<file path="src/rtl/icache_if.sv">
// icache_if: fetch-side and memory-side signals of the instruction cache
//   fetch:  addr, instr, imem_stall, flush
//   memory: mem_req, mem_addr, mem_ack, mem_rdata
//   stats:  hit_count, miss_count
//   slave modport is the cache itself; master is the fetch stage plus memory.
interface icache_if;
  logic [31:0] addr;
  logic [31:0] instr;
  logic        imem_stall;
  logic        flush;
  logic        mem_req;
  logic [31:0] mem_addr;
  logic        mem_ack;
  logic [31:0] mem_rdata;
  logic [31:0] hit_count;
  logic [31:0] miss_count;
  modport slave (
    input  addr, flush, mem_ack, mem_rdata,
    output instr, imem_stall, mem_req, mem_addr, hit_count, miss_count
  );
  modport master (
    output addr, flush, mem_ack, mem_rdata,
    input  instr, imem_stall, mem_req, mem_addr, hit_count, miss_count
  );
endinterface

</file>
<file path="src/rtl/icache.sv">
// icache: direct-mapped read-only instruction cache, 4-word lines, zero-latency hit, 4-beat line fill
//   clk, rst : clock, synchronous active-high reset
//   bus      : icache_if.slave (addr/instr/imem_stall/flush, mem_req/mem_addr/mem_ack/mem_rdata, hit_count/miss_count)
//   Define ICACHE_STATS_EN to build the hit/miss counters; otherwise they read as 0.
module icache #(
  parameter int LINES = 16
) (
  input logic     clk,
  input logic     rst,
  icache_if.slave bus
);
  localparam int IW = $clog2(LINES);
  localparam int TW = 28 - IW;
  typedef enum logic {IDLE, FILL} state_t;
  state_t           state_q, state_d;
  logic [LINES-1:0] valid_q, valid_d;
  logic [TW-1:0]    tag_q [LINES];
  logic [31:0]      data_q [LINES][4];
  logic [27:0]      base_q, base_d;
  logic [1:0]       beat_q, beat_d;
  logic             flushed_q, flushed_d;
  logic [IW-1:0]    idx, fill_idx;
  logic             hit, ack, last;
  assign idx      = bus.addr[4 +: IW];
  assign fill_idx = base_q[IW-1:0];
  assign hit      = (state_q == IDLE) && valid_q[idx] && (tag_q[idx] == bus.addr[31 -: TW]);
  assign ack      = (state_q == FILL) && bus.mem_ack;
  assign last     = ack && (beat_q == 2'd3);
  assign bus.instr      = data_q[idx][bus.addr[3:2]];
  assign bus.imem_stall = ~hit;
  assign bus.mem_req    = state_q == FILL;
  assign bus.mem_addr   = bus.mem_req ? {base_q, beat_q, 2'b00} : 32'd0;
  // flushed_q remembers a flush seen during the current fill so the completed line stays invalid
  always_comb begin
    state_d   = state_q;
    base_d    = base_q;
    beat_d    = ack ? beat_q + 2'd1 : beat_q;
    flushed_d = flushed_q | bus.flush;
    valid_d   = valid_q;
    if (state_q == IDLE && !hit) begin
      state_d   = FILL;
      base_d    = bus.addr[31:4];
      beat_d    = 2'd0;
      flushed_d = 1'b0;
    end
    if (last) begin
      state_d           = IDLE;
      valid_d[fill_idx] = valid_q[fill_idx] | ~flushed_q;
    end
    if (bus.flush) valid_d = '0;
  end
  always_ff @(posedge clk) begin
    if (rst) begin
      state_q   <= IDLE;
      valid_q   <= '0;
      base_q    <= '0;
      beat_q    <= '0;
      flushed_q <= 1'b0;
    end else begin
      state_q   <= state_d;
      valid_q   <= valid_d;
      base_q    <= base_d;
      beat_q    <= beat_d;
      flushed_q <= flushed_d;
    end
  end
  always_ff @(posedge clk) begin
    if (ack && !rst) data_q[fill_idx][beat_q] <= bus.mem_rdata;
    if (last && !rst) tag_q[fill_idx] <= base_q[27 -: TW];
  end
`ifdef ICACHE_STATS_EN
  logic [31:0] hit_count_q, miss_count_q;
  always_ff @(posedge clk) begin
    if (rst) begin
      hit_count_q  <= '0;
      miss_count_q <= '0;
    end else begin
      hit_count_q  <= hit ? hit_count_q + 32'd1 : hit_count_q;
      miss_count_q <= (state_q == IDLE && !hit) ? miss_count_q + 32'd1 : miss_count_q;
    end
  end
  assign bus.hit_count  = hit_count_q;
  assign bus.miss_count = miss_count_q;
`else
  assign bus.hit_count  = 32'd0;
  assign bus.miss_count = 32'd0;
`endif
endmodule

</file>
<file path="src/flat_wrapper.sv">
// flat-port wrapper written by rule: the top's interface ports become plain ports
module icache_flat 
#(
  parameter int LINES = 16
)
  (clk, rst, bus_addr, bus_flush, bus_mem_ack, bus_mem_rdata, bus_instr, bus_imem_stall, bus_mem_req, bus_mem_addr, bus_hit_count, bus_miss_count);
  icache_if bus_i ();
  input logic clk;
  input logic rst;
  input wire logic [$bits(bus_i.addr)-1:0] bus_addr;
  input wire logic [$bits(bus_i.flush)-1:0] bus_flush;
  input wire logic [$bits(bus_i.mem_ack)-1:0] bus_mem_ack;
  input wire logic [$bits(bus_i.mem_rdata)-1:0] bus_mem_rdata;
  output wire logic [$bits(bus_i.instr)-1:0] bus_instr;
  output wire logic [$bits(bus_i.imem_stall)-1:0] bus_imem_stall;
  output wire logic [$bits(bus_i.mem_req)-1:0] bus_mem_req;
  output wire logic [$bits(bus_i.mem_addr)-1:0] bus_mem_addr;
  output wire logic [$bits(bus_i.hit_count)-1:0] bus_hit_count;
  output wire logic [$bits(bus_i.miss_count)-1:0] bus_miss_count;
  assign bus_i.addr = bus_addr;
  assign bus_i.flush = bus_flush;
  assign bus_i.mem_ack = bus_mem_ack;
  assign bus_i.mem_rdata = bus_mem_rdata;
  assign bus_instr = bus_i.instr;
  assign bus_imem_stall = bus_i.imem_stall;
  assign bus_mem_req = bus_i.mem_req;
  assign bus_mem_addr = bus_i.mem_addr;
  assign bus_hit_count = bus_i.hit_count;
  assign bus_miss_count = bus_i.miss_count;
  icache #(.LINES(LINES)) u_core (.clk(clk), .rst(rst), .bus(bus_i));
endmodule
</file>
<file path="config.mk">
export PLATFORM = sky130hd
export DESIGN_NAME = icache_flat
export DESIGN_NICKNAME = d
export VERILOG_FILES = /design/src/rtl/icache_if.sv /design/src/rtl/icache.sv /design/src/flat_wrapper.sv
export SDC_FILE = /design/constraint.sdc
export NUM_CORES = 2
export LEC_CHECK = 0
export BUFFER_PORTS_ARGS = -buffer_cell sky130_fd_sc_hd__buf_2
export CELL_PAD_IN_SITES_DETAIL_PLACEMENT = 0
export CELL_PAD_IN_SITES_GLOBAL_PLACEMENT = 1
export CORE_MARGIN = 3
export CORE_UTILIZATION = 45
export CTS_CLUSTER_SIZE = 24
export DETAILED_ROUTE_END_ITERATION = 6
export PLACE_DENSITY_LB_ADDON = 0.1
export SLEW_MARGIN = 5
export SYNTH_ARGS = -nofsm -noshare
export SYNTH_HDL_FRONTEND = slang
export SYNTH_SLANG_ARGS = --single-unit
</file>
<file path="constraint.sdc">
create_clock -name clk -period 13.8 [get_ports clk]
set_clock_uncertainty 0.1 [all_clocks]
set_input_delay 2.76 -clock clk [delete_from_list [all_inputs] [get_ports clk]]
set_output_delay 2.76 -clock clk [all_outputs]
set_load 0.01 [all_outputs]
</file>
======== After elaboration in Yosys (flattened, before gate mapping) ========
Memory sizes are Yosys's and may differ from the RTL's.
Cells that the tools add are included.
cells by class
  add/subtract/negate cells ............... 1
  bitwise gates (word level) .............. 7
  equal/unequal tests ..................... 2
  mux-type cells .......................... 17
  reductions and logical operators ........ 14
  order comparisons ....................... 6
operators by type and width
  cell                 count
  $mux 128             1
  $mux 32              4
  $bmux 32 s2          1
  $demux 32 s2         1
  $eq 24x24->1         1
  $bwmux 16            1
  $lt 4x5->1 const B   2
  $logic_and 1x1->1    9
  $bmux 1 s4           2
  $ge 3x3->1 const B   2
  $mux 1               6
  $not 2->3            2
  $reduce_or 2->1      3
  $demux 1 s4          1
  $ge 4x1->1 const B   1
  $lt 3x1->1 const B   1
  $not 1->1            3
  $add 2x1->2 const B  1
  $eq 2x2->1 const B   1
  $logic_not 1->1      2
  $or 1x1->1           2
storage, ports and cells
  memories kept ........................... 2
  memory bits (writable) .................. 2432
  word-level logic and storage cells ...... 54
  register bits ........................... 48
memory list
  memory         depth  width  read ports  clocked after Yosys merged registers in  wr ports  line          RTL
  u_core.data_q  16     128    1           0                                        1         icache.sv:18  logic [31:0] data_q [LINES][4];
  u_core.tag_q   16     24     1           0                                        1         icache.sv:17  logic [TW-1:0] tag_q [LINES];

======== Depth between registers and ports, before layout ========
  depth after elaboration ................. 7
  gate-level depth with buffers ........... 15
  mapped depth without buffers ............ 10

======== Least setup slack after synthesis ========
Ideal clock, no wire load.
  path kind ............................... in2out
  start point ............................. in bus_addr[4]
  end point ............................... out bus_instr[20]
  cell stages on the path ................. 12
  data required time ...................... 10940 ps
  data arrival time ....................... 5477 ps
  setup slack ............................. 5463 ps
  cells stage by stage .................... buf_4 -> buf_6 -> buf_6 -> buf_6 -> buf_6 -> buf_2 -> buf_2 -> buf_2 -> mux4_2 -> mux4_2 -> mux2i_1 -> o21ai_0
on the way
  word-level cells in the longest chain between the ends .. 4
ends and longest elaborated chain
  item                                         line                RTL
  from (decl)                                  flat_wrapper.sv:10  input wire logic [$bits(bus_i.addr)-1:0] bus_addr;
  $mem_v2 16x128                               n/a
  $bmux 32 s2                                  icache.sv:29        assign bus.instr = data_q[idx][bus.addr[3:2]];
  $mux 32 (not written as such) (2 in series)  icache.sv:29
  to (decl)                                    flat_wrapper.sv:14  output wire logic [$bits(bus_i.instr)-1:0] bus_instr;
Every way passes these cells. The select of a mux whose other input is x is not followed.

======== Worst setup path after layout ========
  start point ............................. in bus_addr[4]
  end point ............................... out bus_instr[10]
Same word-level chain as after synthesis.

==> flow_metrics.py <==
metrics = {
    "flow_run": {
        "drv_cap": 0,
    },
    "logic_synthesis": {
        "synth_area_leaders": "edfxtp_1 (76%), mux4_2 (17%), dfxtp_1 (1.0%)",
        "synthTopCellsByCount": "edfxtp_1 (2,432), mux4_2 (737), nor2_1 (130)",
        "ys.flop_type": "edfxtp_1",
        "syn_area_sq_um": 96100,
        "synthCells": 4134,
        "synthArstFlopShare_pct": 0,
        "synth_edf_count": 2432,
        "synth_xor_area_share_pct": 0.283,
        "synth_top_area_share_pct": 76.0,
        "synth_compound_area_share_pct": 1.20,
        "synth.most_common_cell": "edfxtp_1",
        "syn_avg_cell_area_sq_um": 23.2,
        "synthMuxAreaShare_pct": 18.1,
        "ys_seq_area_share_pct": 77.0,
        "yosys.area_share.adder_pct": 0.0521,
        "yosysUniqueCellTypes": 54,
        "ys_warn_count": 0,
        "ys_ff_latch": 2480,
        "synth-simple-area-share_pct": 1.67,
        "synth_largest_area_cell": "edfxtp_1",
        "synth_top_family_by_area": "multiplexers",
    },
    "placement": {
        "io_buffers": 129,
        "routabilityCongestion": 0.742,
        "post-dp-hpwl_um": 133000,
        "place_inst": 6955,
    },
    "timing": {
        "slew_headroom_pct": 9.80,
        "worst_pin_slew_ns": 1.35,
        "period_minus_slack_ns": 9.79,
        "setup_viol_count_final": 0,
        "slew_violations": 0,
        "fin_tns_setup_ns": 0,
        "min_period_over_period_pct": 70.9,
        "finalHoldViolCount": 0,
        "rsz0062_at_grt": "false",
        "fmax_ghz": 0.102,
    },
    "floorplan": {
        "chipWidth_um": 468,
        "dieArea_sq_um": 219000,
        "ioPinCount": 198,
        "num_rows": 168,
        "die_height_um": 468,
        "initial_utilization_pct": 45.5,
        "core_sq_um": 211000,
    },
    "detailed_routing": {
        "route.vias.total": 44600,
        "drc_errors": 0,
        "firstDrtPassIters": 5,
        "drt_iter0_drc": 4701,
        "vias_per_cell": 6.00,
        "wirelength_um": 255000,
        "ant_nets": 0,
        "wire_per_inst_um": 34.3,
    },
    "power": {
        "pwr-share-seq_pct": 52.3,
        "p_switching_uw": 3280,
        "power.density_nw_per_um2": 146,
        "p_int_uw": 12600,
        "leakage_uw": 0.0338,
        "sw_frac_of_total_pct": 20.7,
        "p_clk_share_pct": 43.3,
        "pwr-share-comb_pct": 4.4,
        "peakVddDrop_mv": 0.136,
    },
    "clocking": {
        "insertion_delay_ns": 0.90,
        "hold_buffers": 0,
        "clock_path_buffers": 4,
        "cts.clk_slew.worst_paths_ns": 0.06,
        "cts_tree": "yes",
        "cts_made_buffers": 280,
        "clkSinkCount": 2480,
        "htreeDepth": 5,
        "cts_setup_buffers": 0,
        "cts_resized": 0,
        "cts_root_buf": "clkbuf_16",
    },
    "worst_setup_path": {
        "cp_top_family": "buffers and inverters",
        "critical_path_class": "input pin to output port",
        "r2r_cells": 5,
        "endpoint_kind": "output port",
        "crit_fanout": 89,
        "critPathLaunchType": "input pin",
        "max_stage_delay_ns": 0.82,
        "critPathSlowestCell": "buf_4",
        "required_ns": 10.94,
        "crit_cells": 7,
        "crit_chain": "buf_8 -> buf_12 -> buf_4 -> mux4_2 -> mux4_2 -> mux4_2 -> buf_2",
        "cp.arrival_ns": 6.93,
        "crit_buf_inv": 4,
        "cp_common_cell": "mux4_2",
    },
    "grt": {
        "grt_antenna_before_repair": 25,
        "grt_max_degree": 115,
        "grt_pass1_wl_um": 358000,
        "grt-ovfl-total": 0,
        "grt_pass1_vias": 45900,
        "grt.total_usage_pct": 23.4,
    },
    "min_path": {
        "worstHoldPathType": "register to register",
        "worstHoldPathCells": 2,
    },
    "layout": {
        "multi_input_area_sq_um": 21300,
        "regArea_sq_um": 74000,
        "fillers": 16600,
        "syn2layout_area_growth_pct": 13.3,
        "stdcell_count": 7429,
        "fin_nets": 4504,
        "layout-drive-gt1-share_pct": 31.4,
    },
    "outcome": {
        "status": "complete, no violations",
    },
}
## worst register-to-register path: cells and delay by family (launching register included)
kind / cells / cell delay, ns
buffers and inverters: 2 / 1.06
DFF: 1 / 0.31
and+or+nand+nor: 3 / 2.48
## cells in the final DEF, fill, tap and decap left out, types with 47 or more instances in the layout
cell and n:
conb_1 66, nor2_1 50, clkbuf_1 52, nor2b_1 54, edfxtp_1 2432, clkbuf_16 287
buf_4 109, nor2_4 80, nand2_1 58, buf_2 123, dfxtp_1 47, mux2i_1 73
clkinv_1 65, mux4_2 737
## worst paths after layout
check	from	to	slack, ns
worst max-delay path	bus_addr[4]	bus_instr[10]	4.01
worst min-delay path	u_core.flushed_q$_SDFF_PP0_	u_core.flushed_q$_SDFF_PP0_	0.41
worst max register to register	u_core.bus.mem_req$_SDFFE_PP0P_	u_core.data_q[10][11]$_DFFE_PP_	9.43
worst min register to register	u_core.flushed_q$_SDFF_PP0_	u_core.flushed_q$_SDFF_PP0_	0.41
## layer usage
layer  part of all wire, %  vias up  track usage (%)
met2                    50     1482             38.3
met4                   2.0        8             5.31
met1                    42    24700             33.6
li1                      -    18000                -
met5                 0.014        -                0
met3                   5.9      368             3.71
## power by group through the flow
stage               combinational, uW  clock [uW]  sequential (uW)
detailed placement                713           0             8470
global route                      748        7340             8310
global placement                  706           0             8460
CTS                               714        7050             8310
floorplan                         446           0             8450
finish                            696        6890             8310
## state kept, by name, summed over array words and instances, names as in the netlist
signal and flops:
u_core.base_q 28, u_core.beat_q 2, u_core.flushed_q 1, u_core.bus.mem_req 1
u_core.valid_q 16, u_core.tag_q 384, u_core.data_q 2048
## cell families after synthesis
group / count (synthesis)
adder cells (fa/ha/maj): 4
XOR/XNOR: 31
flip-flops: 2480
AND/OR/NAND/NOR: 332
multiplexers: 817
AO/OA/AOI/OAI: 167
buffers and inverters: 302
other: 1
## final cells by class
type	instances	area share (%)
inverter	9	0.0333
sequential	2480	67.9
clock buffer	340	6.79
timing repair buffer	244	1.52
tap	2805	3.22
multi-input combinational	1417	19.6
antenna	6	0.0138
clock inverter	128	0.881
## per-stage QoR
stage	cell area [sq um]	total power, uW	hold WS, ns	setup slack (ns)	util (%)
4_1_cts	109000	16100	0.404	3.94	51.6
5_1_grt	109000	16400	0.420	3.71	51.6
3_5_place_dp	101000	9180	0.397	3.95	47.6
6_report	109000	15900	0.408	4.01	51.6
3_3_place_gp	101000	9170	0.382	3.93	47.6
2_1_floorplan	96300	8900	0.359	5.46	-
No activity file was read; power rests on OpenSTA's default activity.
